`config.mk`:
```
export PLATFORM = sky130hd
export DESIGN_NAME = neighborhood_window
export DESIGN_NICKNAME = d
export VERILOG_FILES = /design/src/rtl/neighborhood_window.sv
export SDC_FILE = /design/constraint.sdc
export NUM_CORES = 1
export LEC_CHECK = 0
export ABC_AREA = 1
export BUFFER_PORTS_ARGS = -buffer_cell sky130_fd_sc_hd__buf_2
export CORE_ASPECT_RATIO = 1.4
export CORE_MARGIN = 3
export CORE_UTILIZATION = 35
export DETAILED_ROUTE_END_ITERATION = 12
export REMOVE_ABC_BUFFERS = 1
export SYNTH_ARGS = -nofsm -noshare
export SYNTH_HDL_FRONTEND = slang
export SYNTH_SLANG_ARGS = --single-unit
export TNS_END_PERCENT = 100
```
`constraint.sdc`:
```
create_clock -name clk -period 2.5 [get_ports clk]
set_input_delay 0.5 -clock clk [delete_from_list [all_inputs] [get_ports clk]]
set_output_delay 0.5 -clock clk [all_outputs]
set_load 0.01 [all_outputs]
```
`src/rtl/neighborhood_window.sv`:
```
// ============================================================================
// Module   : neighborhood_window
// Purpose  : Streams a raster-ordered binary grid in and emits, for every cell,
//            its 3x3 neighbourhood (centre + 8 neighbours) with out-of-grid
//            positions reading 0. Two line buffers feed a 3x3 shift window.
// Revision : 1.0 - initial release
// ============================================================================
`default_nettype none

module neighborhood_window #(
  parameter int WIDTH  = 8,
  parameter int HEIGHT = 8
) (
  input  logic clk,
  input  logic rst_n,
  input  logic in_valid,
  input  logic in_cell,
  output logic in_ready,
  output logic out_valid,
  input  logic out_ready,
  output logic n,
  output logic ne,
  output logic e,
  output logic se,
  output logic s,
  output logic sw,
  output logic w,
  output logic nw,
  output logic center,
  output logic out_last
);

  localparam int N  = WIDTH * HEIGHT;
  localparam int IW = $clog2(N);
  localparam int CW = $clog2(WIDTH);
  localparam int RW = $clog2(HEIGHT);

  localparam logic [1:0] FILL  = 2'd0;
  localparam logic [1:0] RUN   = 2'd1;
  localparam logic [1:0] FLUSH = 2'd2;

  logic [1:0]       state;
  logic [IW-1:0]    idx;        // index of the next input cell in the frame
  logic [CW-1:0]    col_in;     // column of the next (real or phantom) input
  logic [RW-1:0]    crow;       // row of the next window centre to emit
  logic [CW-1:0]    ccol;       // column of the next window centre to emit
  logic             ready_en;   // holds in_ready low until the first edge after reset

  // Line buffers: line_a holds the previous row, line_b the row before that.
  logic [WIDTH-1:0] line_a;
  logic [WIDTH-1:0] line_b;

  // 3x3 window rows (top/mid/bottom); bit 2 is the newest (east) column.
  logic [2:0]       win_t;
  logic [2:0]       win_m;
  logic [2:0]       win_b;
  logic [2:0]       nxt_t;
  logic [2:0]       nxt_m;
  logic [2:0]       nxt_b;

  logic out_free;
  logic in_fire;
  logic shift_en;
  logic emit;
  logic pix;
  logic last_xfer;
  logic top_ok;
  logic bot_ok;
  logic west_ok;
  logic east_ok;

  assign out_free  = !out_valid || out_ready;
  assign in_fire   = in_valid && in_ready;
  assign last_xfer = out_valid && out_ready && out_last;

  // Phantom inputs during flush are zero (row HEIGHT is outside the grid).
  assign pix = (state == FLUSH) ? 1'b0 : in_cell;

  // Window after the next shift: column read from both line buffers plus the new cell.
  assign nxt_t = {line_b[col_in], win_t[2:1]};
  assign nxt_m = {line_a[col_in], win_m[2:1]};
  assign nxt_b = {pix,            win_b[2:1]};

  // Edge masks come from the centre position, never from buffer contents,
  // so stale rows and the previous row's tail can never leak in.
  assign top_ok  = (crow != '0);
  assign bot_ok  = (crow != RW'(HEIGHT - 1));
  assign west_ok = (ccol != '0);
  assign east_ok = (ccol != CW'(WIDTH - 1));

  // Input handshake depends on the phase of the frame.
  always_comb begin
    in_ready = 1'b0;
    if (ready_en) begin
      case (state)
        FILL:    in_ready = 1'b1;
        RUN:     in_ready = out_free;
        default: in_ready = 1'b0;
      endcase
    end
  end

  // Decide when the window advances and when it produces an output.
  always_comb begin
    shift_en = 1'b0;
    emit     = 1'b0;
    case (state)
      FILL: begin
        shift_en = in_fire;
      end
      RUN: begin
        shift_en = in_fire;
        emit     = in_fire;
      end
      FLUSH: begin
        shift_en = out_free && !(out_valid && out_last);
        emit     = shift_en;
      end
      default: begin
        shift_en = 1'b0;
        emit     = 1'b0;
      end
    endcase
  end

  // in_ready enable rises on the first edge after reset release.
  always_ff @(posedge clk or negedge rst_n) begin
    if (!rst_n) ready_en <= 1'b0;
    else        ready_en <= 1'b1;
  end

  // Frame phase FSM with input index and input column tracking.
  always_ff @(posedge clk or negedge rst_n) begin
    if (!rst_n) begin
      state  <= FILL;
      idx    <= '0;
      col_in <= '0;
    end else begin
      if (shift_en)
        col_in <= (col_in == CW'(WIDTH - 1)) ? '0 : col_in + CW'(1);
      if (in_fire)
        idx <= (idx == IW'(N - 1)) ? '0 : idx + IW'(1);
      case (state)
        FILL: begin
          if (in_fire && idx == IW'(WIDTH))
            state <= RUN;
        end
        RUN: begin
          if (in_fire && idx == IW'(N - 1))
            state <= FLUSH;
        end
        FLUSH: begin
          if (last_xfer) begin
            state  <= FILL;
            col_in <= '0;
          end
        end
        default: state <= FILL;
      endcase
    end
  end

  // Line buffers and window shift; contents are masked, so no reset needed.
  always_ff @(posedge clk) begin
    if (shift_en) begin
      line_b[col_in] <= line_a[col_in];
      line_a[col_in] <= pix;
      win_t          <= nxt_t;
      win_m          <= nxt_m;
      win_b          <= nxt_b;
    end
  end

  // Centre row/column counters advance once per emitted window.
  always_ff @(posedge clk or negedge rst_n) begin
    if (!rst_n) begin
      crow <= '0;
      ccol <= '0;
    end else if (emit) begin
      if (ccol == CW'(WIDTH - 1)) begin
        ccol <= '0;
        crow <= (crow == RW'(HEIGHT - 1)) ? '0 : crow + RW'(1);
      end else begin
        ccol <= ccol + CW'(1);
      end
    end
  end

  // Output register: load a masked window on emit, hold while stalled.
  always_ff @(posedge clk or negedge rst_n) begin
    if (!rst_n) begin
      out_valid <= 1'b0;
      out_last  <= 1'b0;
      center    <= 1'b0;
      n         <= 1'b0;
      ne        <= 1'b0;
      e         <= 1'b0;
      se        <= 1'b0;
      s         <= 1'b0;
      sw        <= 1'b0;
      w         <= 1'b0;
      nw        <= 1'b0;
    end else if (emit) begin
      out_valid <= 1'b1;
      out_last  <= (crow == RW'(HEIGHT - 1)) && (ccol == CW'(WIDTH - 1));
      center    <= nxt_m[1];
      n         <= nxt_t[1] & top_ok;
      ne        <= nxt_t[2] & top_ok & east_ok;
      nw        <= nxt_t[0] & top_ok & west_ok;
      e         <= nxt_m[2] & east_ok;
      w         <= nxt_m[0] & west_ok;
      s         <= nxt_b[1] & bot_ok;
      se        <= nxt_b[2] & bot_ok & east_ok;
      sw        <= nxt_b[0] & bot_ok & west_ok;
    end else if (out_ready) begin
      out_valid <= 1'b0;
      out_last  <= 1'b0;
    end
  end

endmodule

`default_nettype wire

```
==> summary.txt <==
Run status
  – Status: finished, final reports clean

Timing
  – Final setup viols: 0
  – Slew headroom: 55.09%
  – Slew Limit Fails: 0
  – Setup TNS: 0 ps
  – Final Hold Fails: 0
  – RSZ-0062 raised after global routing: false
  – Setup Skew: 15.48 ps
  – Fmax: 501.7 MHz
  – Fin crit period: 1993 ps
  – Fin Hold WS: 210.2 ps
  – Measured slew at the worst slew-check pin: 673.7 ps
  – Tcrit/Tclk final: 79.73%

Floorplan
  – Core Footprint: 0.006744 mm^2
  – Std cell rows: 35
  – DIE HEIGHT: 105.7 um
  – Initial Util: 36.85%
  – I/O pin total: 17
  – Die area: 0.008161 mm^2
  – Die W: 77.21 um

Synth
  – Mapped cell area: 0.002485 mm^2
  – YS warnings: 0
  – Synth Area in Compound Gates: 6.193%
  – EDFF count, synth: 22
  – Main combinational cell family by area after synthesis: simple AND/OR/NAND/NOR gates
  – Largest cells by area after synthesis: dfrtp_1 29%, edfxtp_1 27%, nand2_1 8.5%
  – Post-synthesis mux area share: 0%
  – Sequential area share after synthesis: 55.79%
  – Yosys top cell area share: 29.20%
  – Adder and majority gate portion of the synthesized area: 7.553%
  – Area leader, netlist: dfrtp_1
  – Commonest cells post-synth: 56 x nand2_1, 35 x inv_1, 34 x nor2_1
  – Ys flop type: dfrtp_1
  – Syn Area/Cell: 9.521 um^2
  – FF+latch count, synth: 51
  – Mapped Cells: 261
  – Ys async rst share: 56.86%
  – XOR/XNOR share of the synthesized area: 1.057%
  – Top-count cell post-synth: nand2_1
  – Post-synthesis simple-gate area fraction: 22.41%
  – Library cells used by synthesis: 22

Route
  – ANT nets after route: 0
  – Final wirelength: 4479 um
  – Drt pass-1 iters: 4
  – Via Count: 1696
  – Residual DRC: 0
  – Vias/cell: 4.511
  – Drt initial violations: 54
  – Avg WL per Cell: 11.91 um

Clocking
  – # Post-CTS Setup Buffers: 0
  – CTS Buf Count: 5
  – CTS tree: yes
  – Clock Pin Slew Worst Setup and Hold Paths: 100 ps
  – Clock Sinks: 51
  – H-Tree Depth: 2
  – Worst-skew pair later-pin latency: 320 ps
  – Root buffer cell: clkbuf_8
  – CTS resizes: 0
  – Worst-case clock buffer depth: 2
  – Hold Buf Count CTS: 0

Job
  – Max Cap Viol: 0

Power and ir drop
  – VDD IR max: 0.2843 mV
  – Power per cell area: 964.7 mW/mm^2
  – Leakage power: 1.335 nW

Hold path
  – Worst hold path type: in2async

Global route
  – Initial antenna violation count: 0
  – Vias in the first global route: 1762
  – Total gr overflow: 0
  – Pin count of the biggest net entering global routing: 30
  – First-pass GRT wire length: 7790 um
  – GRT Total Usage: 11.95%

Critical path
  – Crit path max fanout: 9
  – CP arrival: 2010 ps
  – Reg2reg end: line_a[0]$_DFFE_PP_
  – Req. time, crit path: 2510 ps
  – Reg2Reg Depth: 12
  – CP Launch Type: flop
  – Critical R2R Launch: state[1]$_DFFE_PN0P_
  – R2r setup slk: 510 ps
  – CP Class: reg2reg
  – Setup crit end kind: flop

Final layout
  – Final core utilization: 40.96%
  – Share of layout cells above drive strength 1: 14.44%
  – Fillcell total: 699
  – Nets: 303
  – Diodes inserted: 0
  – Area Growth Syn to Fin: 11.18%

Placed design
  – DP HPWL: 3274 um
  – Port Buffers: 16
  – Gpl congestion: 0.8541
## report_power, final
part | switching [W] | total (W) | internal (W)
clock | 0.000305 | 0.000511 | 0.000207
sequential | 0.000135 | 0.00128 | 0.00115
combinational | 0.000574 | 0.000871 | 0.000297
## through the flow
step	power, W	worst slack [ps]	std cells	instance area [um^2]
after floorplan	0.001911	727.2	258	2457
after detailed placement	0.002190	508.0	368	2668
after global routing	0.002891	332.8	376	2763
after CTS	0.002712	483.7	376	2763
after global placement	0.002169	605.6	368	2668
final	0.002665	506.6	376	2763
## layout make-up
class	count	area (um^2)	area share, %
clock buffers	5	68.82	2.491
clock inverters	3	26.28	0.9511
inverters	38	142.6	5.163
multi-input cells	169	928.4	33.61
flip-flops and latches	51	1386	50.18
well taps	92	115.1	4.167
repair buffers	18	95.09	3.442
## critical path: stages, from the launching register on
cell     delay [ps]
dfrtp_1         420
inv_1           110
ha_1            190
nand2_1          70
inv_2            50
nand2_2          50
nand2_4          80
nand2_4          60
nand2_4          80
nand2_1          90
inv_2           170
nand2_2         120
nor2_1          180
## sequential cells by signal, indices dropped and copies added, names as in the netlist, 2 cells and up
name and cells:
line_b 8, line_a 8, win_b 2, col_in 3, state 2, win_t 2
crow 3, idx 6, ccol 3, win_m 2
## cell families after synthesis
family / Yosys count
adder cells (fa/ha/maj): 15
AND/OR/NAND/NOR: 122
XOR/XNOR: 3
flip-flops: 51
AO/OA/AOI/OAI: 28
other: 1
buffers and inverters: 41
## layout by cell type, fill, tap and decap left out, types with 5 or more instances in the layout
| master | synthesis | final |
|---|---|---|
| nor2_1 | 34 | 34 |
| buf_2 | 1 | 16 |
| clkbuf_8 | 0 | 5 |
| edfxtp_1 | 22 | 22 |
| nand3_1 | 18 | 18 |
| nand2_4 | 5 | 5 |
| o21ai_1 | 7 | 7 |
| dfrtp_1 | 29 | 29 |
| ha_1 | 15 | 15 |
| nand2_1 | 56 | 56 |
| o21ai_0 | 17 | 17 |
| inv_1 | 35 | 35 |
## per-layer routing
metal  part of all wire, %  track usage [%]
met2                    51            21.51
met4                   1.9            5.344
met3                   2.6            2.308
met5                     0                0
met1                    44            13.48
## how the worst max path moves through the flow
stage	slack, ps	cells after the start	end	startpoint
final	510	12	line_a[0]$_DFFE_PP_	state[1]$_DFFE_PN0P_
after CTS	480	12	line_a[0]$_DFFE_PP_	state[1]$_DFFE_PN0P_
after global routing	330	12	line_a[0]$_DFFE_PP_	state[1]$_DFFE_PN0P_
after detailed placement	510	12	line_a[0]$_DFFE_PP_	state[1]$_DFFE_PN0P_
after global placement	610	12	line_a[4]$_DFFE_PP_	state[1]$_DFFE_PN0P_
after floorplan	730	12	line_a[0]$_DFFE_PP_	state[1]$_DFFE_PN0P_
Power figures use the tool's default switching activity.
